### src/rtl/dmux_way_bank.sv
// Registered dual demultiplexer: one data word is steered to 1 of 4 outputs
// (sel[1:0]) and, in parallel, to 1 of 8 outputs (sel[2:0]). All other outputs are zero.
module dmux_way_bank #(
    parameter int unsigned WIDTH = 1
) (
    input  logic             clock,
    input  logic             reset,
    input  logic             en,
    input  logic [WIDTH-1:0] in,
    input  logic [2:0]       sel,
    output logic [WIDTH-1:0] a4,
    output logic [WIDTH-1:0] b4,
    output logic [WIDTH-1:0] c4,
    output logic [WIDTH-1:0] d4,
    output logic [WIDTH-1:0] a8,
    output logic [WIDTH-1:0] b8,
    output logic [WIDTH-1:0] c8,
    output logic [WIDTH-1:0] d8,
    output logic [WIDTH-1:0] e8,
    output logic [WIDTH-1:0] f8,
    output logic [WIDTH-1:0] g8,
    output logic [WIDTH-1:0] h8
);

    logic [3:0][WIDTH-1:0] bank4_q, bank4_d;
    logic [7:0][WIDTH-1:0] bank8_q, bank8_d;

    always_comb begin
        bank4_d = bank4_q;
        bank8_d = bank8_q;
        if (en) begin
            // sel[2] plays no part in the 4-way decode
            for (int unsigned i = 0; i < 4; i++) begin
                bank4_d[i] = (sel[1:0] == 2'(i)) ? in : '0;
            end
            for (int unsigned i = 0; i < 8; i++) begin
                bank8_d[i] = (sel == 3'(i)) ? in : '0;
            end
        end
    end

    always_ff @(posedge clock) begin
        if (reset) begin
            bank4_q <= '0;
            bank8_q <= '0;
        end else begin
            bank4_q <= bank4_d;
            bank8_q <= bank8_d;
        end
    end

    assign a4 = bank4_q[0];
    assign b4 = bank4_q[1];
    assign c4 = bank4_q[2];
    assign d4 = bank4_q[3];
    assign a8 = bank8_q[0];
    assign b8 = bank8_q[1];
    assign c8 = bank8_q[2];
    assign d8 = bank8_q[3];
    assign e8 = bank8_q[4];
    assign f8 = bank8_q[5];
    assign g8 = bank8_q[6];
    assign h8 = bank8_q[7];

endmodule

### config.mk
export PLATFORM = sky130hd
export DESIGN_NAME = dmux_way_bank
export DESIGN_NICKNAME = d
export VERILOG_FILES = /design/src/rtl/dmux_way_bank.sv
export SDC_FILE = /design/constraint.sdc
export NUM_CORES = 1
export LEC_CHECK = 0
export CORE_AREA = 5 5 42 44
export CTS_BUF_LIST = sky130_fd_sc_hd__clkbuf_4 sky130_fd_sc_hd__clkbuf_8
export DETAILED_ROUTE_END_ITERATION = 10
export DIE_AREA = 0 0 47 49
export DONT_BUFFER_PORTS = 1
export PLACE_DENSITY = 0.56
export SYNTH_ARGS = -nofsm -noshare
export SYNTH_HDL_FRONTEND = slang
export SYNTH_SLANG_ARGS = --single-unit
### constraint.sdc
create_clock -name clock -period 0.8 [get_ports clock]
set_input_delay 0.16 -clock clock [delete_from_list [all_inputs] [get_ports clock]]
set_output_delay 0.16 -clock clock [all_outputs]
set_load 0.01 [all_outputs]
==> reports/results.ini <==
[timing]
timing_worst_slew_pin_value_ns = 0.2086
finClkSkew_ns = 0
drv_slew = 0
setup_viol = 8
max_freq_ghz = 1.145
layout_min_cycle_time_ns = 0.8731
layout_setup_ws_ns = -0.07313
hold_viol = 12
min_period_over_period_pct = 109.1
slew_headroom_pct = 86.05
worst_hold_slack_ns = -0.06831
rsz0062_at_grt = true

[critical_path]
end_kind = output pin
cp_top_family = flip-flops
slowest_delay_ns = 0.33
cp_data_arrival_time_ns = 0.71
cp_slowest_cell = dfxtp_2
crit_chain = buf_6
crit_buf_inv = 1
cp-start-kind = flip-flop
worstPathRequired_ns = 0.64
path_class = reg -> out
crit_fanout = 2

[placement]
place_ws_ns = 0.1089
gp_congestion = 0.6649
portBuffers = 0
dp.final_hpwl_um = 664.9

[synth]
avgSynthCellArea_um2 = 10.78
synthMostInstantiatedCell = dfxtp_1
synth_edf_count = 0
ys.flop_type = dfxtp_1
yosys_warnings = 0
synth.distinct_cells = 13
synthArstFlopShare_pct = 0
synth_common_cells = dfxtp_1 (12), inv_1 (8), o32ai_1 (8)
synth_area_um2 = 474.2
syn_inst = 44
synth_seq_area_share_pct = 50.66
synth-seq-cells = 12
syn-num-nets = 51
synth_area_leader_cell = dfxtp_1
synth_area_leaders = dfxtp_1 (51%), o32ai_1 (15%), nand2b_1 (6.6%)
synth_top_area_share_pct = 50.66

[final_layout]
final_layout_size_suffix_gt1_share_pct = 53.70
utilization_pct = 44.91
diodes = 0
layout.nets = 62
syn2layout_area_growth_pct = 32.72

[power_and_ir_drop]
p_leak_nw = 0.2212
ir_drop_mv = 0.9208
power_density_nw_per_um2 = 1824

[die]
row_count = 14
ios = 19
dieArea_um2 = 2303
core_um2 = 1401
die_w_um = 47
start_util_pct = 33.84
die_h_um = 49

[run_status]
run_status = finished with violations
violations = negative hold slack, negative setup slack

[global_route]
grt_pass1_vias = 329
grt_pass1_wl_um = 1449
grtUsageTotal_pct = 9.130
antenna_found_initial = 0
overflow = 0
grt_max_degree = 17

[routing]
drt-pass1-iter-count = 4
route.detailed.drc = 0
drt_iter0_drc = 8
viasPerCell = 5.157
wirelength_um = 944
routedWlPerCell_um = 13.49
ant_nets = 0
vias = 361

[cts]
htree_levels = 1
clkLatencyLatePin_ns = 0.27
cts_tree = yes
clk_pin_slew_ns = 0.07
cts-buffers-inserted = 3
clock_path_buffers = 2
cts_sinks = 12
clockRootBuffer = clkbuf_4
cts_setup_buffers = 0

[flow_run]
maxCapViolCount = 0

[min_path]
hold_path_class = in -> reg

## final cells by class
cell class,count,area [um^2]
repair buffers,8,90.09
multi-input cells,22,195.2
inverters,8,30.03
flip-flops and latches,12,257.7
fillers,138,772.0
well taps,16,20.02
clock buffers,4,36.28
## cell families (layout without fill, tap and decap cells)
group                  count (synthesis)  count (layout)  share of synthesized area, %
AOI/OAI and AO/OA                     12              12                         19.79
buffers and inverters                 10              20                         9.762
DFF                                   12              12                         50.66
and+or+nand+nor                       10              10                         19.79
## path summary, 6_finish.rpt
| kind | startpoint | endpoint | slack [ns] | depth (start not counted) |
|---|---|---|---|---|
| worst max-delay path | a8$_SDFFE_PP0P_ | a8 | -0.07 | 1 |
| worst min-delay path | reset | b4$_SDFFE_PP0P_ | -0.07 | 1 |
| worst max register to register | a8$_SDFFE_PP0P_ | a8$_SDFFE_PP0P_ | 0.09 | 2 |
| worst min register to register | d8$_SDFFE_PP0P_ | d8$_SDFFE_PP0P_ | 0.48 | 2 |
## metrics by stage
step	area [um^2]	cells	setup TNS [ns]	power (mW)
2_1_floorplan	474.2	44	0	0.6838
3_3_place_gp	538.0	66	0	0.6803
3_5_place_dp	538.0	66	0	0.6805
5_1_grt	629.4	70	-0.8209	1.192
6_report	629.4	70	-0.5494	1.148
4_1_cts	619.3	70	-0.6573	1.168
## placed cells by master, fill, tap and decap left out, drive strengths merged
master   Yosys  final
a21oi        4      4
nand2b       5      5
clkbuf       0      4
inv          8      8
dfxtp       12     12
nand4bb      1      1
buf          2      8
o32ai        8      8
nand4        1      1
nand4b       2      2
or2          1      1
## where the power goes
part | switching, mW | internal [mW] | leakage, nW
clock network | 0.200 | 0.277 | 0.0210
logic | 0.0210 | 0.0339 | 0.0969
registers | 0.00922 | 0.607 | 0.103
total | 0.230 | 0.917 | 0.221
## per-layer routing
metal	wire (um)	global-route usage, %	vias to the layer above
met3	106	4.428	5
li1	-	-	178
met1	409	10.94	158
met4	44	9.677	0
met5	0	0	-
met2	384	10.63	20
## repair_timing
action | CTS | global route
pin swaps | 0 | 0
resized for setup | 20 | 2
hold endpoints to repair | 12 | 12
setup endpoints to repair | 12 | 13
(Power assumes the default switching activity.)
